**src/rtl/number_adder_timer.sv**
```systemverilog
// Ripple-carry adder of full-adder cells next to an independent LED divider.
// Define TIMER_SIM_FAST_EN to force the divider to 4 cycles per half-period.
module number_adder_timer #(
    parameter int WIDTH     = 32,
    parameter int DIV_COUNT = 25_000_000
) (
    input  logic             clk,
    input  logic             rst_n,
    input  logic [WIDTH-1:0] a,
    input  logic [WIDTH-1:0] b,
    input  logic             cin,
    output logic [WIDTH-1:0] sum,
    output logic             cout,
    output logic             led
);

`ifdef TIMER_SIM_FAST_EN
    localparam int EFF_DIV = 4;
`else
    localparam int EFF_DIV = DIV_COUNT;
`endif

    localparam int CW = (EFF_DIV > 1) ? $clog2(EFF_DIV) : 1;
    localparam logic [CW-1:0] LAST = CW'(EFF_DIV - 1);

    logic [WIDTH:0] carry;
    logic [CW-1:0]  count;

    assign carry[0] = cin;

    genvar gi;
    generate
        for (gi = 0; gi < WIDTH; gi++) begin : g_fa
            assign sum[gi]     = a[gi] ^ b[gi] ^ carry[gi];
            assign carry[gi+1] = (a[gi] & b[gi]) | (carry[gi] & (a[gi] ^ b[gi]));
        end
    endgenerate

    assign cout = carry[WIDTH];

    // Wrap and toggle happen together, so count never passes LAST.
    always_ff @(posedge clk) begin
        if (!rst_n) begin
            count <= '0;
            led   <= 1'b0;
        end else if (count == LAST) begin
            count <= '0;
            led   <= ~led;
        end else begin
            count <= count + 1'b1;
        end
    end

endmodule

```
**config.mk**
```make
export PLATFORM = sky130hd
export DESIGN_NAME = number_adder_timer
export DESIGN_NICKNAME = d
export VERILOG_FILES = /design/src/rtl/number_adder_timer.sv
export SDC_FILE = /design/constraint.sdc
export NUM_CORES = 1
export LEC_CHECK = 0
export CORE_MARGIN = 5
export CORE_UTILIZATION = 42
export DETAILED_ROUTE_END_ITERATION = 8
export PLACE_DENSITY = 0.94
export SYNTH_ARGS = -nofsm -noshare
export SYNTH_HDL_FRONTEND = slang
export SYNTH_SLANG_ARGS = --single-unit
```
**constraint.sdc**
```tcl
create_clock -name clk -period 48 [get_ports clk]
set_input_delay 7.2 -clock clk [delete_from_list [all_inputs] [get_ports clk]]
set_output_delay 7.2 -clock clk [all_outputs]
set_load 0.02 [all_outputs]
```
; ---- Word level (Yosys, flattened, before mapping)
; Cells that the tools add are included.
[word_totals]
register_bits = 26
latchBits = 0
mem_bits_rw = 0
rom_bits = 0
in_bits = 67
word_cells = 167
n_memories = 0
[classes]
add_sub_neg = 1
mul = 0
n_div = 0
n_lt_le_gt_ge = 0
eq_ne = 1
shifts = 0
n_mux = 0
bitwise_logic = 162
reduce_logical = 1
[ops]
columns = operator, n
row1 = bitwise AND 1 bit, 64
row2 = bitwise XOR 1 bit, 64
row3 = bitwise OR 1 bit, 32
row4 = adder 25 x 1 -> 25 bit (second input constant), 1
row5 = equality test 25 bit (second input constant), 1
row6 = NOT 1 bit, 2
row7 = OR reduction 2 bit, 1

; ---- Longest topological paths before layout
; Gate-level depths: netlist of run 1.
[logic_depth]
ltp_word = 65
ltp_mapped = 36
mapped_depth_nobuf = 36

; ---- Worst setup path after synthesis of run 1
; OpenSTA, ideal clock, no wires.
[synth_path]
path_type = input-to-output
from = input a[0]
to = output sum[31]
arrival_ps = 19443
required_ps = 40800
slack_ps = 21357
cell_stages = 36
path_buffers = 0
path_cell_list = fa_1 > fa_1 > fa_1 > fa_1 > fa_1 > fa_1 > fa_1 > fa_1 > fa_1 > fa_1 > fa_1 > fa_1 > fa_1 > fa_1 > fa_1 > fa_1 > inv_1 > fa_1 > inv_1 > fa_1 > fa_1 > fa_1 > fa_1 > fa_1 > fa_1 > fa_1 > fa_1 > fa_1 > fa_1 > fa_1 > fa_1 > fa_1 > fa_1 > inv_1 > fa_1 > inv_1
[synth_via]
elab_chain_cells = 64
word_cells_on_any_way = 65
cone_classes = bitwise (65)
[synth_rtl]
columns = item, line_no
row1 = from (decl), 9  ; input logic [WIDTH-1:0] a,
row2 = bitwise XOR 1 bit, 35  ; assign carry[gi+1] = (a[gi] & b[gi]) | (carry[gi] & (a[gi] ^ b[gi]));
row3 = bitwise AND 1 bit, 35
row4 = bitwise OR 1 bit (*), 35
row5 = bitwise AND 1 bit (*), 35
row6 = bitwise OR 1 bit (*), 35
row7 = bitwise AND 1 bit (*), 35
row8 = bitwise OR 1 bit (*), 35
row9 = bitwise AND 1 bit (*), 35
row10 = [... 48 more ...], n/a
row11 = bitwise OR 1 bit (*), 35
row12 = bitwise AND 1 bit (*), 35
row13 = bitwise OR 1 bit (*), 35
row14 = bitwise AND 1 bit (*), 35
row15 = bitwise OR 1 bit (*), 35
row16 = bitwise AND 1 bit (*), 35
row17 = bitwise OR 1 bit (*), 35
row18 = bitwise XOR 1 bit (*), 34  ; assign sum[gi] = a[gi] ^ b[gi] ^ carry[gi];
row19 = to (decl), 12  ; output logic [WIDTH-1:0] sum,
; Mark *: on every way between the ends. The rest lies on a longest branch, timed or not.

; ---- Worst setup path in the final report of run 1
; Same ends and word-level chain as after synthesis.

==> results.json, run 1 <==
{
  "post_cts_buffers": 0,
  "grt_pass1_vias": 1789,
  "drt_iter0_drc": 101,
  "dp_hpwl_microns": 4550,
  "ys_async_sr_fraction_pct": 0,
  "synth_warnings": 0,
  "path_common_cell": "fa_1",
  "via_per_inst": 5.16,
  "required_ns": 40.80,
  "rrSetupSlack_ns": 46.01,
  "grt_overflow": 0,
  "start_util_pct": 43.1,
  "grt_pass1_wl_microns": 8820,
  "startpoint_type": "primary input",
  "power.density_nw_per_um2": 22.5,
  "wl_per_cell_microns": 15.8,
  "max_cap_violations": 0,
  "synthTopCellsByCount": "32 x fa_1, 26 x dfxtp_1, 18 x nor2_1",
  "synth_cells": 179,
  "yosysTopAreaCell": "fa_1",
  "min_period_over_period_pct": 58.7,
  "cts_resized": 0,
  "dieArea_sq_um": 5870,
  "yosysTopAreaCellShare_pct": 34.3,
  "worstSetupEndpoint": "sum[31]",
  "worstPathArrival_ns": 20.96,
  "tightest_slew_ns": 0.463,
  "dieWidth_microns": 76.6,
  "synth-seq-area-share_pct": 27.9,
  "cts_max_path_buffers": 2,
  "max_stage_delay_ns": 0.60,
  "holdPathStages": 1,
  "endpoint_kind": "primary output",
  "path_max_fanout": 1,
  "power.leakage_nw": 1.06,
  "area_growth_pct": 58.7,
  "ir_worst_vdd_mv": 0.0105,
  "startpoint": "a[0]",
  "coreArea_sq_um": 4320,
  "die_h_microns": 76.6,
  "synth_nets": 279,
  "setup_violations": 0,
  "synth.avg_cell_area_sq_um": 10.4,
  "relSlewSlack_pct": 69.1,
  "hp-class": "reg -> reg",
  "detail-route-antenna-nets": 0,
  "diodes": 0,
  "fmax_mhz": 35.5,
  "final_nets": 380,
  "criticalPathCategory": "in -> out",
  "synth_cell_types": 28,
  "numCtsBuffers": 3,
  "final_max_slew_viol_count": 0,
  "final_util_pct": 68.5,
  "dr.pass1.iters": 4,
  "finalSetupTns_ns": 0,
  "wirelength_microns": 5220,
  "fillers": 331,
  "yosysMostFrequentCell": "fa_1",
  "htreeDepth": 1,
  "synth_area_sq_um": 1870,
  "fin_skew_ns": 0.00197,
  "path_clk_slew_ns": 0.08,
  "rsz0062_at_grt": "false",
  "synth-edff-count": 0,
  "reg2reg_from": "count[0]",
  "hold_viol_final": 0,
  "ctsHoldBuffers": 0,
  "port_buffers": 100,
  "ios": 101,
  "critPathSlowestCell": "clkdlybuf4s50_1",
  "clk_latency_ns": 0.27,
  "synth_top_flop_cell": "dfxtp_1",
  "num_vias": 1703,
  "fp-row-count": 24,
  "synth_area_leaders": "fa_1 34%, dfxtp_1 28%, xnor2_1 4.7%, nor2_1 3.6%, inv_1 2.8%",
  "cts.sinks": 26,
  "cts_root_buffer": "clkbuf_8",
  "drc": 0,
  "grt_usage_pct": 18.6,
  "gp_congestion": 0.784,
  "fin_crit_ns": 28.16,
  "reg2reg_depth": 5,
  "cts_tree": "done",
  "status": "finished clean",
  "grt_max_degree": 25,
  "hold_ws_ns": 0.450,
  "antenna_found_initial": 0,
  "layout-drive-gt1-share_pct": 2.88,
  "r2r_end": "count[18]",
  "synth_seq_cells": 26
}
## through the flow
stage / worst slack, ns / power [mW] / instances / area, sq um
after global routing: 19.31 / 0.0700 / 330 / 2960
after floorplan: 21.36 / 0.0384 / 179 / 1870
after global placement: 20.15 / 0.0540 / 327 / 2920
after detailed placement: 19.78 / 0.0552 / 327 / 2920
after CTS: 19.76 / 0.0669 / 330 / 2960
final: 19.84 / 0.0665 / 330 / 2960
## final cells by class
cell class                 instances  area (sq um)  share of cell area (%)
timing repair buffer             101          1010                    34.1
clock buffer                       3          41.3                    1.39
tap                               52          65.1                    2.20
multi-input combinational        134          1270                    43.0
sequential                        26           520                    17.6
inverter                          14          52.6                    1.78
## layer usage
| layer | up-vias | wire [microns] | GRT usage, % |
|---|---|---|---|
| li1 | 807 | - | - |
| met1 | 832 | 1810 | 18.7 |
| met2 | 60 | 3060 | 37.9 |
| met3 | 4 | 313 | 4.49 |
| met4 | 0 | 34 | 3.15 |
| met5 | - | 0 | 0 |
## placed cells by master (no fill, tap or decap)
master and n:
or3_2 2, or4_1 6, o31ai_1 6, and3_1 1, fa_1 32, nor4_1 5, nand4_2 1, o21ai_1 1
xnor2_1 10, nand4_4 1, nand2_1 9, nand3_1 6, xor2_1 4, buf_4 1, nand4_1 5, clkbuf_8 3
or3_1 4, and4_1 2, nor3_1 3, inv_1 14, a21boi_0 1, o21ai_0 4, ha_1 1, and2_1 2
nor4bb_1 1, a21oi_1 9, nor2_1 18, dfxtp_1 26, clkdlybuf4s50_1 100
## sequential cells by signal, indices dropped and copies added (netlist names)
name / flops
count: 25
led: 1
## how the worst min path moves through the flow
| stage | startpoint | endpoint |
|---|---|---|
| global route | count[0] | count[0] |
| global placement | count[0] | count[0] |
| detailed placement | count[0] | count[0] |
| CTS | count[0] | count[0] |
| floorplan | count[0] | count[0] |
| finish | count[0] | count[0] |
## power by group
group          leakage (nW)  total [mW]  switching, mW  internal [mW]
combinational         0.831      0.0323         0.0151         0.0173
sequential            0.210      0.0219       0.000151         0.0218
clock                0.0216      0.0122        0.00660        0.00563
## cell families (layout without fill, tap and decap cells)
| group | Yosys count | after routing | synth area share [%] |
|---|---|---|---|
| AO/OA/AOI/OAI | 21 | 21 | 6.57 |
| XOR/XNOR | 14 | 14 | 6.57 |
| AND/OR/NAND/NOR | 66 | 66 | 20.1 |
| flip-flops | 26 | 26 | 27.9 |
| buffers and inverters | 19 | 118 | 3.89 |
| adder cells (fa/ha/maj) | 33 | 33 | 35.0 |
## worst max-delay path: cells and delay by family
family | cells | cell delay [ns]
buffers and inverters | 6 | 1.32
adders and majority gates | 32 | 12.41
(Power assumes the default switching activity.)
==> run 2: changes to the inputs <==
Settings changed: CORE_UTILIZATION 42 to 39, PLACE_DENSITY 0.94 to 0.88.
Clock period 48 ns to 26.4 ns, I/O delays scaled along.
==> results.json, run 2 (synthesized netlist as in run 1, its figures left out) <==
{
  "dieWidth_microns": 79.2,
  "ir_worst_vdd_mv": 0.0304,
  "fin_area_sq_um": 2990,
  "cts_resized": 0,
  "cts_tree": "done",
  "setup_violations": 0,
  "finalSetupTns_ns": 0,
  "rsz0062_at_grt": "false",
  "drt_iter0_drc": 57,
  "worstPathArrival_ns": 17.74,
  "fmax_mhz": 46.1,
  "critPathSlowestCell": "clkdlybuf4s50_1",
  "ctsHoldBuffers": 0,
  "dr.pass1.iters": 4,
  "min_period_over_period_pct": 82.2,
  "start_util_pct": 39.8,
  "criticalPathCategory": "in -> out",
  "required_ns": 22.44,
  "grt_pass1_vias": 1878,
  "holdPathStages": 1,
  "layout.cells.non_filler": 333,
  "power.leakage_nw": 1.08,
  "antenna_found_initial": 0,
  "clk_latency_ns": 0.27,
  "final_max_slew_viol_count": 0,
  "final_util_pct": 63.8,
  "reg2reg_from": "count[0]",
  "diodes": 0,
  "r2r_end": "count[24]",
  "die_h_microns": 79.2,
  "max_cap_violations": 0,
  "port_buffers": 100,
  "post_cts_buffers": 0,
  "relSlewSlack_pct": 69.1,
  "numCtsBuffers": 3,
  "path_clk_slew_ns": 0.09,
  "num_vias": 1656,
  "coreArea_sq_um": 4690,
  "reg_top3": "count: 25 flops, led: 1 flops",
  "detail-route-antenna-nets": 0,
  "layout-drive-gt1-share_pct": 3.23,
  "layout_commonest_cell": "clkdlybuf4s50_1",
  "dp_hpwl_microns": 4300,
  "fp-row-count": 25,
  "grt_pass1_wl_microns": 8410,
  "hp-class": "reg -> reg",
  "layout_common_cells": "100 x clkdlybuf4s50_1, 32 x fa_1, 26 x dfxtp_1",
  "status": "finished clean",
  "drc": 0,
  "tightest_slew_ns": 0.462,
  "gp_congestion": 0.774,
  "fin_crit_ns": 21.70,
  "ios": 101,
  "wl_per_cell_microns": 14.9,
  "max_stage_delay_ns": 0.60,
  "largest_reg_flops": 25,
  "fillers": 395,
  "grt_overflow": 0,
  "largest-register": "count",
  "path_max_fanout": 1,
  "fin_skew_ns": 0.00184,
  "rrSetupSlack_ns": 24.40,
  "cts_max_path_buffers": 2,
  "endpoint_kind": "primary output",
  "dieArea_sq_um": 6270,
  "via_per_inst": 4.97,
  "hold_viol_final": 0,
  "reg2reg_depth": 5,
  "path_common_cell": "fa_1",
  "placed_cell_area_sq_um": 2920,
  "area_growth_pct": 60.4,
  "power.density_nw_per_um2": 44.0,
  "min_from": "count[0]",
  "place_inst": 329,
  "grt_usage_pct": 16.9,
  "htreeDepth": 1,
  "cts_root_buffer": "clkbuf_8",
  "whs_endpoint": "count[0]",
  "grt_max_degree": 25,
  "wirelength_microns": 4970,
  "startpoint_type": "primary input",
  "final_nets": 380,
  "cts.sinks": 26
}
## run 2: cell count changes in the layout (fill, tap and decap cells not counted)
| cell | delta |
|---|---|
| bufinv_16 | +1 |
## run 2: per-stage QoR
| stage | setup slack [ns] | power (mW) | hold WS [ns] |
|---|---|---|---|
| 2_1_floorplan | 6.24 | 0.0699 | 0.418 |
| 3_3_place_gp | 5.04 | 0.0983 | 0.427 |
| 3_5_place_dp | 4.62 | 0.101 | 0.440 |
| 4_1_cts | 4.64 | 0.134 | 0.460 |
| 5_1_grt | 4.23 | 0.139 | 0.508 |
| 6_report | 4.70 | 0.132 | 0.456 |
## run 2: power by group
part,internal (mW),switching [mW]
logic,0.0316,0.0273
clock network,0.0203,0.0126
registers,0.0396,0.000301
total,0.0915,0.0402
## run 2: layout make-up
| class | count | area [sq um] | area share, % |
|---|---|---|---|
| Clock buffer | 3 | 41.3 | 1.38 |
| Multi-Input combinational cell | 134 | 1270 | 42.5 |
| Inverter | 14 | 52.6 | 1.76 |
| Timing Repair Buffer | 101 | 1010 | 33.7 |
| Tap cell | 54 | 67.6 | 2.26 |
| Sequential cell | 26 | 520 | 17.4 |
| Clock inverter | 1 | 30.0 | 1.00 |
## run 2: per-layer routing
layer	share of wire, %	GRT usage (%)	wire, microns
met1	35	18.3	1740
met2	56	32.0	2790
met3	7.7	5.10	381
met4	1.4	4.12	68
met5	0	0	0
## run 2: critical path, delay by kind of cell
| kind | cells | cell delay [ns] |
|---|---|---|
| buffers and inverters | 6 | 1.30 |
| adders and majority gates | 32 | 12.46 |
## run 2: how the worst max path moves through the flow
stage          start  endpoint  cells after the start
2_1_floorplan   a[0]   sum[31]                     36
3_3_place_gp    a[0]   sum[31]                     38
3_5_place_dp    a[0]   sum[31]                     38
4_1_cts         a[0]   sum[31]                     38
5_1_grt         a[0]   sum[31]                     38
6_report        a[0]   sum[31]                     38
==> run 3: changes to the inputs <==
Clock period 26.4 ns to 22.7 ns, I/O delays scaled along.
==> results.json, run 3 (synthesized netlist as in run 1, its figures left out) <==
{
  "status": "finished clean",
  "power.switching_mw": 0.0455,
  "drc": 0,
  "dr.pass1.iters": 4,
  "multiInputGateArea_sq_um": 1270,
  "dieWidth_microns": 79.2,
  "wl_per_cell_microns": 15.0,
  "final_nets": 380,
  "layout-drive-gt1-share_pct": 2.88,
  "numCtsBuffers": 3,
  "layout_commonest_cell": "clkdlybuf4s50_1",
  "wirelength_microns": 4960,
  "min_from": "count[0]",
  "relSlewSlack_pct": 69.0,
  "tightest_slew_ns": 0.464,
  "worstSetupEndpoint": "sum[31]",
  "use_met1_pct": 17.6,
  "num_vias": 1692,
  "min_period_over_period_pct": 90.5,
  "startpoint_type": "primary input",
  "gp_congestion": 0.771,
  "required_ns": 19.30,
  "detail-route-antenna-nets": 0,
  "internal-power_mw": 0.0946,
  "layout_common_cells": "100 x clkdlybuf4s50_1, 32 x fa_1, 26 x dfxtp_1",
  "ios": 101,
  "max_stage_delay_ns": 0.60,
  "coreArea_sq_um": 4690,
  "cp_num_buf_inv": 6,
  "clkPwrFrac_pct": 18.2,
  "reg2reg_depth": 5,
  "fmax_mhz": 48.7,
  "die_h_microns": 79.2,
  "largest-register": "count",
  "endpoint_kind": "primary output",
  "area_growth_pct": 58.8,
  "fin_crit_ns": 20.55,
  "layout.cells.non_filler": 332,
  "dieArea_sq_um": 6270,
  "max_cap_violations": 0,
  "cts_tree": "done",
  "swShare_pct": 32.5,
  "grt.met3_usage_pct": 3.97,
  "ir_worst_vdd_mv": 0.0228,
  "ctsHoldBuffers": 0,
  "fillers": 374,
  "path_max_fanout": 1,
  "grt_max_degree": 25,
  "cts.sinks": 26,
  "htreeDepth": 1,
  "critPathSlowestCell": "clkdlybuf4s50_1",
  "hold_viol_final": 0,
  "criticalPathCategory": "in -> out",
  "cts_resized": 0,
  "r2r_end": "count[24]",
  "fp-row-count": 25,
  "rrSetupSlack_ns": 20.69,
  "clk_latency_ns": 0.27,
  "grt_pass1_vias": 1789,
  "reg2reg_from": "count[0]",
  "rsz0062_at_grt": "false",
  "worstPathArrival_ns": 17.15,
  "grt_usage_pct": 16.5,
  "cp_top_family": "adder cells",
  "path_clk_slew_ns": 0.08,
  "port_buffers": 100,
  "finalSetupTns_ns": 0,
  "grt_overflow": 0,
  "power.density_nw_per_um2": 47.3,
  "place_inst": 329,
  "comb_power_share_pct": 48.7,
  "dp_hpwl_microns": 4330,
  "hp-class": "reg -> reg",
  "fin_skew_ns": 0.00517,
  "grt.busiest_layer": "met2",
  "start_util_pct": 39.8,
  "via_per_inst": 5.10,
  "setup_violations": 0,
  "cts_root_buffer": "clkbuf_8",
  "reg_top3": "count: 25 flops, led: 1 flops",
  "diodes": 0,
  "drt_iter0_drc": 86,
  "gr-usage-met2_pct": 31.6,
  "startpoint": "a[0]",
  "path_common_cell": "fa_1",
  "antenna_found_initial": 0,
  "cts_max_path_buffers": 2,
  "path_depth": 38,
  "grt_pass1_wl_microns": 8140,
  "largest_reg_flops": 25,
  "final_max_slew_viol_count": 0,
  "post_cts_buffers": 0,
  "ff_latch_area_sq_um": 520,
  "seqPwrFrac_pct": 33.1,
  "power.leakage_nw": 1.06
}
==> run 3: power by group through the flow <==
| stage | combinational [mW] | clock, mW | sequential (mW) |
|---|---|---|---|
| floorplan | 0.0339 | 0 | 0.0474 |
| global placement | 0.0669 | 0 | 0.0474 |
| detailed placement | 0.0694 | 0 | 0.0474 |
| CTS | 0.0696 | 0.0264 | 0.0464 |
| global route | 0.0738 | 0.0274 | 0.0465 |
| finish | 0.0683 | 0.0254 | 0.0464 |
==> run 3: worst min path at each step <==
stage / end / slack, ns / depth (start not counted)
finish: count[0] / 0.46 / 1
global route: count[0] / 0.49 / 1
CTS: count[0] / 0.46 / 1
detailed placement: count[0] / 0.44 / 1
global placement: count[0] / 0.43 / 1
floorplan: count[0] / 0.42 / 1
==> run 3: worst reg2reg max path, delay by kind of cell (launching register included) <==
family	cells	cell delay [ns]
adder cells (fa/ha/maj)	1	0.21
AO/OA/AOI/OAI	1	0.16
flip-flops	1	0.36
AND/OR/NAND/NOR	3	1.23
==> run 3: cell type report <==
type	count	share of cell area, %
multi-input combinational	134	42.9
sequential	26	17.6
timing repair buffer	101	34.0
clock buffer	3	1.39
tap	54	2.28
inverter	14	1.77
==> run 3: metrics by stage <==
| stage | setup slack, ns | hold slack [ns] | power [mW] | cell area [sq um] | utilization [%] |
|---|---|---|---|---|---|
| global placement | 2.44 | 0.429 | 0.114 | 2920 | 62.3 |
| global route | 1.68 | 0.491 | 0.148 | 2960 | 63.1 |
| floorplan | 3.65 | 0.418 | 0.0813 | 1870 | - |
| finish | 2.15 | 0.456 | 0.140 | 2960 | 63.1 |
| CTS | 2.06 | 0.458 | 0.142 | 2960 | 63.1 |
| detailed placement | 2.08 | 0.443 | 0.117 | 2920 | 62.3 |
==> run 3: per-layer routing <==
layer / share of wire [%] / routed length [microns]
met1: 34 / 1710
met2: 57 / 2810
met3: 7.6 / 378
met4: 1.2 / 62
met5: 0 / 0
==> patch (flow settings as in run 2) <==
The parameter `DIV_COUNT` goes from 25_000_000 to 12_500_000.
--- a/src/rtl/number_adder_timer.sv
+++ b/src/rtl/number_adder_timer.sv
@@ -4,3 +4,3 @@
     parameter int WIDTH     = 32,
-    parameter int DIV_COUNT = 25_000_000
+    parameter int DIV_COUNT = 12_500_000
 ) (
Function: same outputs for any inputs over 10 cycles, from zero or initial values and one cycle with rst_n low; that may be too few to reach the edited logic, so the function may still have changed.
==> patch against run 2 <==
Total power shrank 9.0%; routed wire length grew 1.4%; highest routed layer unchanged; setup slack gained 0.011 ns; critical path type unchanged; synthesized area shrank 2.5%; largest power group unchanged; critical endpoint unchanged; sequential cell count shrank 1; final area shrank 2.2%; via count grew 1.1%; count of clock-buffer cells in the layout grew 1.
==> patch: results <==
set metrics [dict create \
    hold_path.class "reg -> reg" \
    top_register "count" \
    grt_max_degree 24 \
    antennaDiodeCount 0 \
    async_reset_ff_share_pct 0 \
    grt_pass1_wl_mm 8.48 \
    synth_common_cells "32 x fa_1, 25 x dfxtp_1, 14 x inv_1, 14 x nor2_1" \
    post-place-ws_ns 4.67 \
    post_cts_buffers 0 \
    synth_seq_area_share_pct 27.5 \
    routed_via_density 5.13 \
    critPathMaxFanout 1 \
    numCtsBuffers 3 \
    ctsRootBufferMaster "clkbuf_8" \
    placed_cell_area_um2 2880 \
    clock_path_buffers 2 \
    dpl.hpwl_mm 4.39 \
    cts.clk_slew.worst_paths_ns 0.08 \
    synthTopCellsByArea "fa_1 35%, dfxtp_1 28%, xnor2_1 3.4%, inv_1 2.9%, nor2_1 2.9%" \
    dp_cells 322 \
    cpMaxStageDelayCell "clkdlybuf4s50_1" \
    wl_mm 5.04 \
    synth.distinct_cells 30 \
    r2r_slack_ns 24.23 \
    p_leak_uw 0.00106 \
    ir_drop_v 0.0000280 \
    reg_top3 "count: 24 flops, led: 1 flops" \
    first_pass_iters 4 \
    slowest_delay_ns 0.60 \
    status "complete, no violations" \
    grt_use_total_pct 17.0 \
    fin_skew_ns 0.00203 \
    drtIter0Drc 40 \
    final_nets 375 \
    layout.cells.non_filler 326 \
    yosysWarningCount 0 \
    synth.avg_cell_area_um2 10.5 \
    cts_resized 0 \
    final_layout_size_suffix_gt1_share_pct 4.38 \
    slew_headroom_pct 75.2 \
    htreeDepth 1 \
    io_buffers 100 \
    antenna_found_initial 0 \
    clk_latency_ns 0.26 \
    worst_hold_slack_ns 0.476 \
    arrival_ns 17.73 \
    grt_pass1_vias 1890 \
    synth_ff_type "dfxtp_1" \
    gp_congestion 0.752 \
    syn_nets 273 \
]
==> patch: cell count changes in the layout (fill, tap and decap cells not counted), sizes merged, moves of 2 or more <==
cell   delta
nand3     +5
nor2      -4
and3      +3
nand4     -3
xnor2     -3
nor3      -2
o31ai     -2
xor2      +2
==> patch: worst max-delay path, delay by kind of cell <==
| family | cells | cell delay (ns) |
|---|---|---|
| buf+inv | 6 | 1.32 |
| fa+ha+maj | 32 | 12.46 |
==> patch: routing by layer <==
metal | up-vias | GRT usage (%) | share of wire, %
met5 | - | 0 | 0
met4 | 0 | 5.07 | 2.8
met3 | 13 | 4.81 | 7.8
met2 | 76 | 31.6 | 52
met1 | 792 | 19.0 | 37
li1 | 793 | - | -
==> patch: logic make-up (layout without fill, tap and decap cells) <==
family          after synthesis  count (layout)  share of synthesized area (%)
fa+ha+maj                    33              33                           35.9
xor+xnor                     13              13                           6.26
flops                        25              25                           27.5
compound gates               19              19                           5.99
buf+inv                      18             119                           3.78
simple gates                 64              64                           20.0
mux                           1               1                          0.551
==> patch: power breakdown <==
part / switching (µW) / internal, µW / total [µW]
clock network: 11.7 / 10.8 / 22.5
registers: 0.421 / 38.1 / 38.5
logic: 27.4 / 31.5 / 58.9
==> patch: final timing paths <==
kind | start | endpoint | depth (start not counted)
max | a[0] | sum[31] | 38
min | led$_SDFFE_PN0P_ | led$_SDFFE_PN0P_ | 2
max reg2reg | count[0]$_SDFF_PP0_ | count[18]$_SDFF_PP0_ | 5
min reg2reg | led$_SDFFE_PN0P_ | led$_SDFFE_PN0P_ | 2
==> patch: area by class of cell <==
cell class / instances / area [µm²]
flip-flops and latches: 25 / 500
fillers: 349 / 1520
multi-input cells: 130 / 1260
repair buffers: 101 / 1010
inverters: 14 / 52.6
well taps: 52 / 65.1
clock buffers: 4 / 45.0
